### config.mk
export PLATFORM = sky130hd
export DESIGN_NAME = snake_move_scheduler
export DESIGN_NICKNAME = d
export VERILOG_FILES = /design/src/rtl/snake_move_scheduler.sv
export SDC_FILE = /design/constraint.sdc
export NUM_CORES = 1
export LEC_CHECK = 0
export BUFFER_PORTS_ARGS = -buffer_cell sky130_fd_sc_hd__buf_2
export CAP_MARGIN = 20
export CORE_AREA = 2 2 80 63
export DETAILED_ROUTE_END_ITERATION = 6
export DIE_AREA = 0 0 82 65
export GPL_TIMING_DRIVEN = 0
export SYNTH_ARGS = -nofsm -noshare
export SYNTH_HDL_FRONTEND = slang
export SYNTH_SLANG_ARGS = --single-unit
### constraint.sdc
create_clock -name board_clk -period 3.7 [get_ports board_clk]
set_input_delay 0.37 -clock board_clk [delete_from_list [all_inputs] [get_ports board_clk]]
set_output_delay 0.37 -clock board_clk [all_outputs]
set_load 0.05 [all_outputs]
### src/rtl/snake_move_scheduler.sv
// Move scheduler for the snake game: queues direction presses, and on each game
// tick probes the next head cell, then commits the move, grows, or reports a collision.
module snake_move_scheduler (
    input  logic       board_clk,
    input  logic       Reset,
    input  logic       tick_en,
    input  logic       run,
    input  logic       dir_valid,
    input  logic [1:0] dir_in,
    input  logic [3:0] head_x,
    input  logic [3:0] head_y,
    input  logic [3:0] tail_x,
    input  logic [3:0] tail_y,
    input  logic [3:0] apple_x,
    input  logic [3:0] apple_y,
    input  logic       occ_hit,
    input  logic       apple_ack,
    output logic       probe_req,
    output logic [3:0] probe_x,
    output logic [3:0] probe_y,
    output logic       move_go,
    output logic       grow,
    output logic       collision,
    output logic       apple_req,
    output logic [1:0] cur_dir,
    output logic       busy,
    output logic [2:0] fsm_state
);

    localparam logic [1:0] DIR_UP    = 2'b00;
    localparam logic [1:0] DIR_DOWN  = 2'b01;
    localparam logic [1:0] DIR_LEFT  = 2'b10;
    localparam logic [1:0] DIR_RIGHT = 2'b11;

    typedef enum logic [2:0] {
        S_IDLE   = 3'd0,
        S_POP    = 3'd1,
        S_PROBE  = 3'd2,
        S_WAIT   = 3'd3,
        S_COMMIT = 3'd4,
        S_APPLE  = 3'd5,
        S_HALT   = 3'd6
    } state_t;

    state_t     state, state_n;
    logic [1:0] fifo_q0, fifo_q1;
    logic [1:0] fifo_cnt;
    logic       hit_r, eat_r;

    logic       flush, load_probe, sample_occ;
    logic       push_en, pop_en, dup, reversal;
    logic [1:0] last_q, move_dir;
    logic [3:0] next_x, next_y;
    logic       wall, eat_c, tail_match;

    // A press is a duplicate of the most recent queued entry, or of the committed
    // direction when nothing is queued.
    assign last_q   = (fifo_cnt == 2'd2) ? fifo_q1 : fifo_q0;
    assign dup      = (fifo_cnt == 2'd0) ? (dir_in == cur_dir) : (dir_in == last_q);
    assign push_en  = dir_valid && run && (fifo_cnt != 2'd2) && !dup;
    assign pop_en   = load_probe && (fifo_cnt != 2'd0);

    assign reversal = (fifo_q0[1] == cur_dir[1]) && (fifo_q0[0] != cur_dir[0]);
    assign move_dir = ((fifo_cnt != 2'd0) && !reversal) ? fifo_q0 : cur_dir;

    always_comb begin
        next_x = head_x;
        next_y = head_y;
        wall   = 1'b0;
        case (move_dir)
            DIR_UP: begin
                next_y = head_y - 4'd1;
                wall   = (head_y == 4'd0);
            end
            DIR_DOWN: begin
                next_y = head_y + 4'd1;
                wall   = (head_y == 4'd14);
            end
            DIR_LEFT: begin
                next_x = head_x - 4'd1;
                wall   = (head_x == 4'd0);
            end
            default: begin
                next_x = head_x + 4'd1;
                wall   = (head_x == 4'd14);
            end
        endcase
    end

    // Entering the cell the tail is leaving is legal unless the tail stays put (eating).
    assign eat_c      = (probe_x == apple_x) && (probe_y == apple_y);
    assign tail_match = (probe_x == tail_x) && (probe_y == tail_y);

    // apple_req/apple_ack: apple_req is a level held from entry into APPLE through the
    // cycle that samples apple_ack=1; acks seen in any other state are ignored.
    always_comb begin
        state_n    = state;
        probe_req  = 1'b0;
        move_go    = 1'b0;
        grow       = 1'b0;
        collision  = 1'b0;
        apple_req  = 1'b0;
        flush      = 1'b0;
        load_probe = 1'b0;
        sample_occ = 1'b0;
        case (state)
            S_IDLE: begin
                if (tick_en && run) state_n = S_POP;
            end
            S_POP: begin
                if (!run) begin
                    flush   = 1'b1;
                    state_n = S_IDLE;
                end else begin
                    load_probe = 1'b1;
                    state_n    = wall ? S_COMMIT : S_PROBE;
                end
            end
            S_PROBE: begin
                if (!run) begin
                    flush   = 1'b1;
                    state_n = S_IDLE;
                end else begin
                    probe_req = 1'b1;
                    state_n   = S_WAIT;
                end
            end
            S_WAIT: begin
                if (!run) begin
                    flush   = 1'b1;
                    state_n = S_IDLE;
                end else begin
                    sample_occ = 1'b1;
                    state_n    = S_COMMIT;
                end
            end
            S_COMMIT: begin
                if (!run) begin
                    flush   = 1'b1;
                    state_n = S_IDLE;
                end else if (hit_r) begin
                    collision = 1'b1;
                    state_n   = S_HALT;
                end else begin
                    move_go = 1'b1;
                    grow    = eat_r;
                    state_n = eat_r ? S_APPLE : S_IDLE;
                end
            end
            S_APPLE: begin
                apple_req = 1'b1;
                if (apple_ack) state_n = S_IDLE;
            end
            S_HALT: begin
                if (!run) begin
                    flush   = 1'b1;
                    state_n = S_IDLE;
                end
            end
            default: state_n = S_IDLE;
        endcase
    end

    always_ff @(posedge board_clk or posedge Reset) begin
        if (Reset) state <= S_IDLE;
        else       state <= state_n;
    end

    always_ff @(posedge board_clk or posedge Reset) begin
        if (Reset) begin
            fifo_q0  <= 2'b00;
            fifo_q1  <= 2'b00;
            fifo_cnt <= 2'd0;
            cur_dir  <= DIR_RIGHT;
            probe_x  <= 4'd0;
            probe_y  <= 4'd0;
            hit_r    <= 1'b0;
            eat_r    <= 1'b0;
        end else begin
            if (flush) begin
                fifo_cnt <= 2'd0;
            end else begin
                case ({push_en, pop_en})
                    2'b10: begin
                        if (fifo_cnt == 2'd0) fifo_q0 <= dir_in;
                        else                  fifo_q1 <= dir_in;
                        fifo_cnt <= fifo_cnt + 2'd1;
                    end
                    2'b01: begin
                        fifo_q0  <= fifo_q1;
                        fifo_cnt <= fifo_cnt - 2'd1;
                    end
                    // Only reachable with one entry: the new press replaces the popped one.
                    2'b11: fifo_q0 <= dir_in;
                    default: ;
                endcase
            end

            if (flush)           cur_dir <= DIR_RIGHT;
            else if (load_probe) cur_dir <= move_dir;

            if (load_probe) begin
                probe_x <= next_x;
                probe_y <= next_y;
                hit_r   <= wall;
                eat_r   <= 1'b0;
            end else if (sample_occ) begin
                eat_r <= eat_c;
                hit_r <= occ_hit && !(tail_match && !eat_c);
            end
        end
    end

    assign busy      = (state != S_IDLE) && (state != S_HALT);
    assign fsm_state = state;

endmodule

# Yosys cells after proc, flatten, opt, wreduce, memory -nomap -nowiden
# Cells that the tools add are included.
[totals]
regBits = 21
output_inout_bits = 19
[classes]
muxes = 43
n_bitwise = 2
reduce_logical = 32
eq_ne = 28
add_sub_neg = 6
[op_table]
columns = ["operator", "count"]
rows = [
  ["$mux 3", 9],
  ["$mux 1", 21],
  ["$pmux 3 s7", 1],
  ["$eq 4x4->1", 4],
  ["$pmux 4 s2", 2],
  ["$mux 2", 7],
  ["$logic_and 1x1->1", 12],
  ["$ne 2x2->1 const B", 5],
  ["$eq 3x3->1 const B", 3],
  ["$reduce_and 3->1", 3],
  ["$reduce_bool 3->1", 3],
  ["$add 4x1->4 const B", 2],
  ["$eq 2x2->1 const B", 4],
  ["$eq 4x4->1 const B", 2],
  ["$logic_not 4->1", 2],
  ["$sub 4x1->4 const B", 2],
  ["$eq 3x2->1 const B", 2],
  ["$pmux 2 s3", 1],
  ["$reduce_bool 2->1", 3],
  ["$reduce_or 5->1", 1],
  ["$eq 2x1->1 const B", 2],
  ["$eq 2x2->1", 2],
  ["$logic_not 1->1", 4],
  ["$logic_not 2->1", 2],
  ["11 further kinds", 12],
]

# Depth between registers and ports, before layout
# Gate-level depths: netlist of run 1.
[logic_depth]
ltp_word = 10
ltp_mapped = 13
mapped_depth_nobuf = 11

# Worst setup path after synthesis of run 1
# Ideal clock, no wire load.
[synth_path]
path_kind = "register to output"
startpoint = "register state[2] (netlist: fsm_state[2])"
endpoint = "output port grow"
t_arrival_ps = 2851
path_slack_ps = 479
path_buffers = 1
required_ps = 3330
path_stages_with_launch = 5
cell_sequence = "dfrtp_1 > buf_2 > nor2b_1 > nor3b_1 > and2_1"
[synth_between]
elab_chain_cells = 2
[synth_rtl]
columns = ["element", "line", "text"]
rows = [
  ["start: declaration", "45", "state_t state, state_n;"],
  ["start signal: assignment", "166", "else state <= state_n;"],
  ["$eq 3x3->1", "106", "case (state)"],
  ["$mux 1", "106", ""],
  ["end: declaration", "22", "output logic grow,"],
]
# Every way passes these cells.

# Worst setup path after layout of run 1
[layout_path]
startpoint = "register fifo_cnt[1]"
endpoint = "register probe_y[3]"
[layout_between]
elab_chain_cells = 5
[layout_rtl]
columns = ["element", "line", "text"]
rows = [
  ["start: declaration", "47", "logic [1:0] fifo_cnt;"],
  ["start signal: assignment", "187", "fifo_cnt <= fifo_cnt + 2'd1;"],
  ["start signal: assignment", "191", "fifo_cnt <= fifo_cnt - 2'd1;"],
  ["$reduce_bool 2->1 (*)", "64", "assign move_dir = ((fifo_cnt != 2'd0) && !reversal) ? fifo_q0 : cur_dir;"],
  ["$logic_and 1x1->1 (*)", "64", ""],
  ["$mux 2 (*)", "64", ""],
  ["$eq 2x1->1 / $logic_not 2->1 (equally long branches)", "70", "case (move_dir)"],
  ["$pmux 4 s2 (*)", "70", ""],
  ["end signal: assignment", "204", "probe_y <= next_y;"],
  ["end: declaration", "20", "output logic [3:0] probe_y,"],
]
# Mark *: on every way between the ends. The rest lies on a longest branch, timed or not.
# A chain may end at the register's enable or synchronous reset.

==> results.md, run 1 <==
- The static leakage is 1.02 nW.
- The synthesized cell area is 1760 um^2.
- The post-CTS repair timing setup buffer count is 0.
- Setup violations remaining at the end of the flow were counted as 0.
- The first detailed-routing pass ran for 4 iterations.
- Derived from the worst setup path, the maximum achievable clock frequency is 346 MHz.
- The detail route stage leaves a number of antenna-violating nets equal to 0.
- The number of maximum-capacitance violations is 0.
- The count of cells resized by post-cts repair is 0.
- The signed area change from the synthesized netlist to the final layout is 21.3%.
- The internal power of the cells totals 0.000891 W.
- The clock network is responsible for 7.8% of the overall power.
- The global-route congestion overflow total is 0.
- The combinational group share of total power is 68.3%.
- The classification of the worst-slack hold path is in -> async.
- STA classifies the critical path startpoint as a flip-flop.
- The synthesis warning total is 0.
- The worst pin sits at a relative slew slack of 45.8%.
- In the final timing run, aggregate negative setup slack is 0 ns.
- The endpoint class of the critical path is a flip-flop.
- The worst IR drop on VDD is 0.394 mV.
- STA puts the critical path data required time at 3.83 ns.
- The floorplan step defined a die boundary enclosing 5330 um^2.
- The number of synthesized flops with an enable pin is 0.
- The average wire length per cell after detail routing is 13.8 um.
- The height of the die is 65 um.
- The post-cts hold buffer count is 0.
- The final worst clock skew is 0.00236 ns.
- In this run the core area contains 22 standard-cell rows.
- The largest fanout of any net on the critical path is 10.
- The largest net degree at the start of global routing is 22.
- The first-pass GRT wire length is 7720 um.
- The library cells used most frequently in the layout, excluding fill and tap cells, are 53 x buf_2, 27 x nand2_1, 19 x dfrtp_1, 18 x xor2_1, 14 x o21ai_0.
- The fraction of power spent switching nets is 53.0%.
- After synthesis, the share of flip-flops with an asynchronous set or reset is 100%.
- The relative contribution of sequential cells to total power is 23.8%.
- At the end of the flow, the number of nets in the layout was 300.
- The critical path is of the reg -> reg type.
- The final antenna diode count is 0.
- Dividing the detail-routed via count by the number of cells gives 5.27.
- The initial cell density of the core is 38.1%.
- The count of final hold-check violations came to 0.
- STA puts the critical path data arrival time at 3.02 ns.
- The number of global-route vias before repair was 1613.
- The post-detailed-route DRC marker count is 0.
- In this run the count of I/O pins placed on the die edge is 52.
- The power after layout is 0.00189 W.
- CTS saw 21 sinks.
- After clock tree synthesis, the clock-pin slew on the worst setup and hold paths is 0.08 ns.
- In this run the number of H-tree levels came out at 1.
- The leading register cell type out of synthesis is dfrtp_1.
- Synthesis handed over a netlist of 205 instances.
- The CTS tree is built.
- The via count is 1687.
- The number of design-rule violations left by the first detailed-router iteration is 79.
- The number of buffers created by CTS is 3.
- The power density of the placed cells is 886 nW/um^2.
- The core outline area is 4620 um^2.
- The transition time at the pin with the least slew margin is 0.812 ns.
- The slack of the worst reg-to-reg path is 0.81 ns.
- Synthesis inferred 21 register bits.
- The synthesized netlist contains 48 unique library cells.
- The ratio of cells with drive above 1 in the final layout is 26.5%.
- The post-synthesis net count is 244.
- The clock tree root driver cell is clkbuf_8.
- Averaged over all synthesized cells, the footprint is 8.61 um^2.
- The share of the clock period used by the worst path after layout is 78.0%.
- The initial antenna violation count is 0.
- The flow ran to the end, and the final reports show no timing, DRC or antenna violations.
- The buffer levels on the longest clock path is 2.
- The worst path needs 2.89 ns of the cycle, external delays included.
- Sequential elements use 29.9% of the synthesized area.
- Summed over all layers, the routed wires come to 4410 um.
- Setup repair after global routing left no endpoint under its margin.
- The number of buffers added on ports is 51.
- For this run, the total global-route usage over all layers was measured as 18.4%.
- The latest clock arrival within the worst-skew pair is 0.26 ns.
- The final max-slew violation count came to 0.
- Leaving out fill and tap cells, the most frequent cell in the layout is buf_2.
- The post-DP HPWL is 3560 um.
- The net switching power is 0.00100 W.
- Routability-driven placement finished with a final weighted congestion of 0.891.
- The horizontal extent of the die is 82 um.
final cells by class:
class                           count  area, um^2
Timing Repair Buffer               51         255
Tap cell                           60        75.1
Inverter                            8        30.0
Clock buffer                        4        45.0
Sequential cell                    21         528
Multi-Input combinational cell    166        1150
Fill cell                         487        2480
Buffer                             10        58.8
final timing paths:
kind	start	endpoint	cells past startpoint
max in group asynchronous	Reset	fifo_cnt[1]	2
setup reg to reg	fifo_cnt[1]	probe_y[3]	13
hold reg to reg	eat_r	eat_r	2
setup / recovery	fifo_cnt[1]	probe_y[3]	13
min in group board_clk	apple_ack	fsm_state[0]	3
hold / removal	Reset	probe_x[2]	2
synthesized netlist by cell type (all sizes together) (5+ instances only):
master | number | area share [%]
xor2 | 18 | 8.9
nor2 | 8 | 1.7
o21ai | 19 | 5.4
a211o | 5 | 2.5
nand3 | 5 | 1.4
xnor2 | 5 | 2.5
nand2 | 27 | 5.7
nor4 | 5 | 1.8
inv | 8 | 1.7
mux2i | 5 | 2.8
buf | 5 | 2.3
o211ai | 7 | 3.0
clkbuf | 5 | 1.1
a21oi | 11 | 3.1
dfrtp | 19 | 27
metrics by stage:
stage / instances / worst slack (ns) / hold slack (ns) / area (um^2) / utilization (%)
4_1_cts: 320 / 0.790 / 0.294 / 2140 / 46.3
5_1_grt: 320 / 0.503 / 0.354 / 2140 / 46.3
2_1_floorplan: 205 / 0.479 / 0.345 / 1760 / -
6_report: 320 / 0.813 / 0.260 / 2140 / 46.3
3_5_place_dp: 316 / 0.821 / 0.535 / 2090 / 45.3
3_3_place_gp: 316 / 0.821 / 0.512 / 2090 / 45.3
metal layers:
layer | vias up | global-route usage (%) | wire length [um]
li1 | 850 | - | -
met5 | - | 0 | 0
met1 | 782 | 28.8 | 2230
met3 | 4 | 3.34 | 264
met2 | 51 | 26.2 | 1880
met4 | 0 | 3.33 | 37
power groups by stage:
stage               sequential (W)  clock, W  combinational, W
CTS                       0.000451  0.000154           0.00130
floorplan                 0.000625         0          0.000838
global route              0.000466  0.000167           0.00146
finish                    0.000452  0.000148           0.00130
global placement          0.000452         0           0.00129
detailed placement        0.000454         0           0.00130
cells by family after synthesis:
logic type	after synthesis	share of synthesized area, %
adders and majority gates	6	5.11
AOI/OAI and AO/OA	57	22.3
xor gates and xnor gates	23	11.4
muxes	7	4.11
and+or+nand+nor	73	22.1
buffers and inverters	18	5.04
DFF	21	29.9
worst max-delay path, cell delays in order (launching register included):
cell	delay, ns
dfrtp_1	0.44
buf_4	0.20
o21ai_0	0.38
and2_4	0.22
buf_6	0.10
buf_2	0.22
nand2_1	0.14
ha_1	0.29
a21o_1	0.17
a21oi_1	0.19
nand2_1	0.07
o21ai_1	0.14
xnor2_1	0.13
o21ai_1	0.07
registers in the layout, indices dropped and copies added, names as in the netlist:
signal     count
probe_y        4
probe_x        4
hit_r          1
cur_dir        2
fifo_q0        2
fifo_cnt       2
fsm_state      3
eat_r          1
fifo_q1        2
Note: power is estimated with default switching activity, not from simulation.
==> run 2, diff against run 1 <==
- ABC_AREA: unset -> 1
- clock period: 3.7 -> 2.9 ns (I/O delays scaled with it)
==> run 2 against run 1 <==
  * Cell count up 16%
  * Via count up 5.0%
  * Power up 28%
  * Clock power up 32%
  * First-iteration DRC count up 33%
  * Non-clock buffer count down 6
  * Register-to-register slack worse by 0.25 ns
  * Hold slack worse by 0.087 ns
  * Fmax up 24%
  * Die area unchanged
  * Utilization down 0.11 points
  * Final area down 0.23%
==> results.md, run 2 <==
- The flow ran to the end, and the final reports show no timing, DRC or antenna violations.
- Summed over all cells, the static leakage comes to 1.17 nW.
- The signed area change from the synthesized netlist to the final layout is 21.3%.
- Across the run, the number of max-cap violations was 0.
- The count of final hold-check violations is 0.
- Setup repair after global routing left no endpoint under its margin.
- Clock-pin slew was measured on the worst setup and hold paths at 0.08 ns.
- The endpoint class of the critical path is a flip-flop.
- The number of levels in the clock H-tree is 1.
- The final route contains 1771 vias.
- The via density per instance is 4.77.
- The largest fanout of any net on the critical path is 6.
- For this run, the total global-route usage over all layers was measured as 17.6%.
- The post-synthesis net count is 295.
- Dividing the detail-routed wire length by the instance count gives 11.7 um.
- The initialized floorplan defines 22 standard-cell rows.
- Summed over its instances, the top area cell type makes up 27.0% of the synthesized netlist area.
- For flop-to-flop paths, the worst setup slack is 0.56 ns.
- TritonCTS built the clock tree.
- The kind of launch point of the worst setup path is a flip-flop.
- The number of buffers created by CTS is 3.
- The routed design has 4340 um of wire.
- In this run the tightest slew margin relative to its limit is 45.5%.
- The post-cts hold buffer count is 0.
- In this run the critical register-to-register path is launched from fifo_cnt[1].
- Data on the critical path arrives at its endpoint at 2.49 ns.
- The horizontal extent of the die is 82 um.
- The initial antenna violation count came to 0.
- The post-route antenna net violation count is 0.
- In the post-synthesis netlist, the cell with the most instances is nand2_1.
- The commonest non-fill, non-tap cell in the layout is nand2_1.
- The number of global-route vias before repair is 1546.
- Once placement finished, the instance area stood at 2090 um^2.
- The layout has 476 filler cells.
- The later pin in the worst-skew pair is clocked with a latency of 0.26 ns.
- For the final routed database, the setup TNS stands at 0 ns.
- The total I/O pin count is 52.
- Counting instances in the post-synthesis netlist gives the leading cell types as 68 x nand2_1, 28 x inv_1, 24 x nor2_1, 21 x nand3_1, 19 x dfrtp_1.
- The post-detailed-route DRC marker count is 0.
- The final worst clock skew is 0.00397 ns.
- The number of different library cells used by synthesis comes to 31.
- During placement, the flow inserted port buffers numbering 51.
- The largest net degree at the start of global routing is 22.
- The finished cells cover 2130 um^2.
- The initial cell density of the core is 38.0%.
- The post-synthesis instance total is 256.
- The depth of the most critical reg-to-reg path is 15.
- The height of the die is 65 um.
- At the pin with the least slew margin, the transition time is 0.817 ns.
- After synthesis, the cell types taking the most area are dfrtp_1 27%, nand2_1 15%, inv_1 6.0%.
- The per-instance average area after synthesis is 6.87 um^2.
- The total overflow left after global routing is 0.
- The net count reported at finish is 351.
- In this run the clock root is driven by a clkbuf_8.
- The post-DP HPWL is 3510 um.
- In this run the worst hold path is classified as in -> async.
- The top cell types in the final layout, fill and taps aside, are 68 x nand2_1, 53 x buf_2, 28 x inv_1, 24 x nor2_1, 21 x nand3_1.
- The ratio of cells with drive above 1 in the final layout is 26.7%.
- The worst IR drop on VDD is 0.536 mV.
- The count of cells resized by post-cts repair is 0.
- The repair_antennas step left the layout with diodes totalling 0.
- The number of endpoints failing setup at the final stage is 0.
- The worst flop-to-flop path endpoint is probe_x[3].
- The number of design-rule violations left by the first detailed-router iteration is 105.
- At the end of routability-driven placement, the weighted congestion stood at 0.780.
- The share of the clock period used by the worst path after layout is 80.6%.
- Derived from the worst setup path, the maximum achievable clock frequency is 428 MHz.
- The required time reported for the critical path endpoint is 3.05 ns.
- The number of sinks on the clock net is 21.
- Power spread over the standard cell area amounts to 1140 nW/um^2.
- The buffer levels on the longest clock path is 2.
- The category of the critical setup timing path is reg -> reg.
- The final max-slew violation count came to 0.
- After floorplanning, the core was sized to cover 4620 um^2.
- The number of detailed-routing iterations run before antenna repair is 4.
- The leading register cell type out of synthesis is dfrtp_1.
- The biggest area contributor in the post-synthesis netlist is dfrtp_1.
- The share of synthesized area occupied by flip-flops and latches is 30.0%.
- Yosys mapped a number of flops with a built-in enable equal to 0.
- The cell area that synthesis handed to floorplanning was 1760 um^2.
- The floorplan step defined a die boundary enclosing 5330 um^2.
- The share of flip-flops with an asynchronous set or reset is 100%.
- In this run the post-CTS setup repair buffer count came out at 0.
- The synthesis warning total is 0.
- The synthesized design contains 21 register bits.
- The first global-routing pass estimated 7260 um of wire.
- The final period demand of the worst path is 2.34 ns.
-- run 2: cell types whose count changed after synthesis, sizes merged, moves of 5 or more --
cell,previous run,this run
nand2,27,76
inv,8,33
nor2,8,27
nand3,5,21
xor2,18,8
a211o,5,0
clkbuf,5,0
mux2i,5,0
nand4,4,9
nor4,5,0
o211ai,7,2
-- run 2: cell families after synthesis --
family | count (synthesis) | share of synthesized area (%)
adder cells (fa/ha/maj) | 6 | 5.12
buffers and inverters | 37 | 8.89
XOR/XNOR | 15 | 7.47
AO/OA/AOI/OAI | 32 | 11.1
AND/OR/NAND/NOR | 145 | 37.4
flip-flops | 21 | 30.0
-- run 2: worst max-delay path by stage --
| stage | from | cells past startpoint | to | slack [ns] |
|---|---|---|---|---|
| 2_1_floorplan | cur_dir[1] | 13 | probe_x[3] | 0.65 |
| 3_3_place_gp | fifo_cnt[1] | 15 | probe_x[3] | 0.60 |
| 3_5_place_dp | fifo_cnt[1] | 15 | probe_x[3] | 0.56 |
| 4_1_cts | fifo_cnt[1] | 15 | probe_x[3] | 0.54 |
| 5_1_grt | fifo_cnt[1] | 15 | probe_x[3] | 0.26 |
| 6_report | fifo_cnt[1] | 15 | probe_x[3] | 0.56 |
-- run 2: critical path, stage by stage (launching register included) --
cell and delay [ns]:
dfrtp_1 0.46, inv_1 0.12, nand2_4 0.11, nand2_2 0.07
nor2_2 0.07, nand2_1 0.06, nand2_2 0.12, inv_2 0.08
nor2_1 0.19, ha_1 0.28, a21o_1 0.15, a21oi_1 0.15
nand2b_1 0.15, nand4_1 0.08, nand3_1 0.09, nand2_1 0.05
-- run 2: layer usage --
metal	vias to the layer above	part of all wire, %	track usage (%)
met4	0	0.62	3.75
met3	2	4.2	2.79
met2	35	42	25.1
met5	-	0	0
li1	942	-	-
met1	792	53	27.6
-- run 2: final cells by class --
class,instances,area [um^2],area share (%)
Multi-Input combinational cell,198,1070,50.4
Sequential cell,21,528,24.7
Timing Repair Buffer,51,255,12.0
Inverter,33,124,5.80
Tap cell,60,75.1,3.52
Clock buffer,4,45.0,2.11
Buffer,4,32.5,1.52
-- run 2: power breakdown --
part	internal [W]	total [W]	switching, W
logic	0.000556	0.00163	0.00108
clock network	0.0000979	0.000195	0.0000967
registers	0.000432	0.000601	0.000169
-- run 2: metrics by stage --
| step | power, W | util, % | instances | setup WS [ns] | hold slack, ns |
|---|---|---|---|---|---|
| after floorplan | 0.00188 | - | 256 | 0.646 | 0.265 |
| after global placement | 0.00222 | 45.2 | 367 | 0.603 | 0.500 |
| after detailed placement | 0.00224 | 45.2 | 367 | 0.564 | 0.498 |
| after CTS | 0.00244 | 46.2 | 371 | 0.541 | 0.209 |
| after global routing | 0.00268 | 46.2 | 371 | 0.262 | 0.262 |
| final | 0.00243 | 46.2 | 371 | 0.564 | 0.174 |
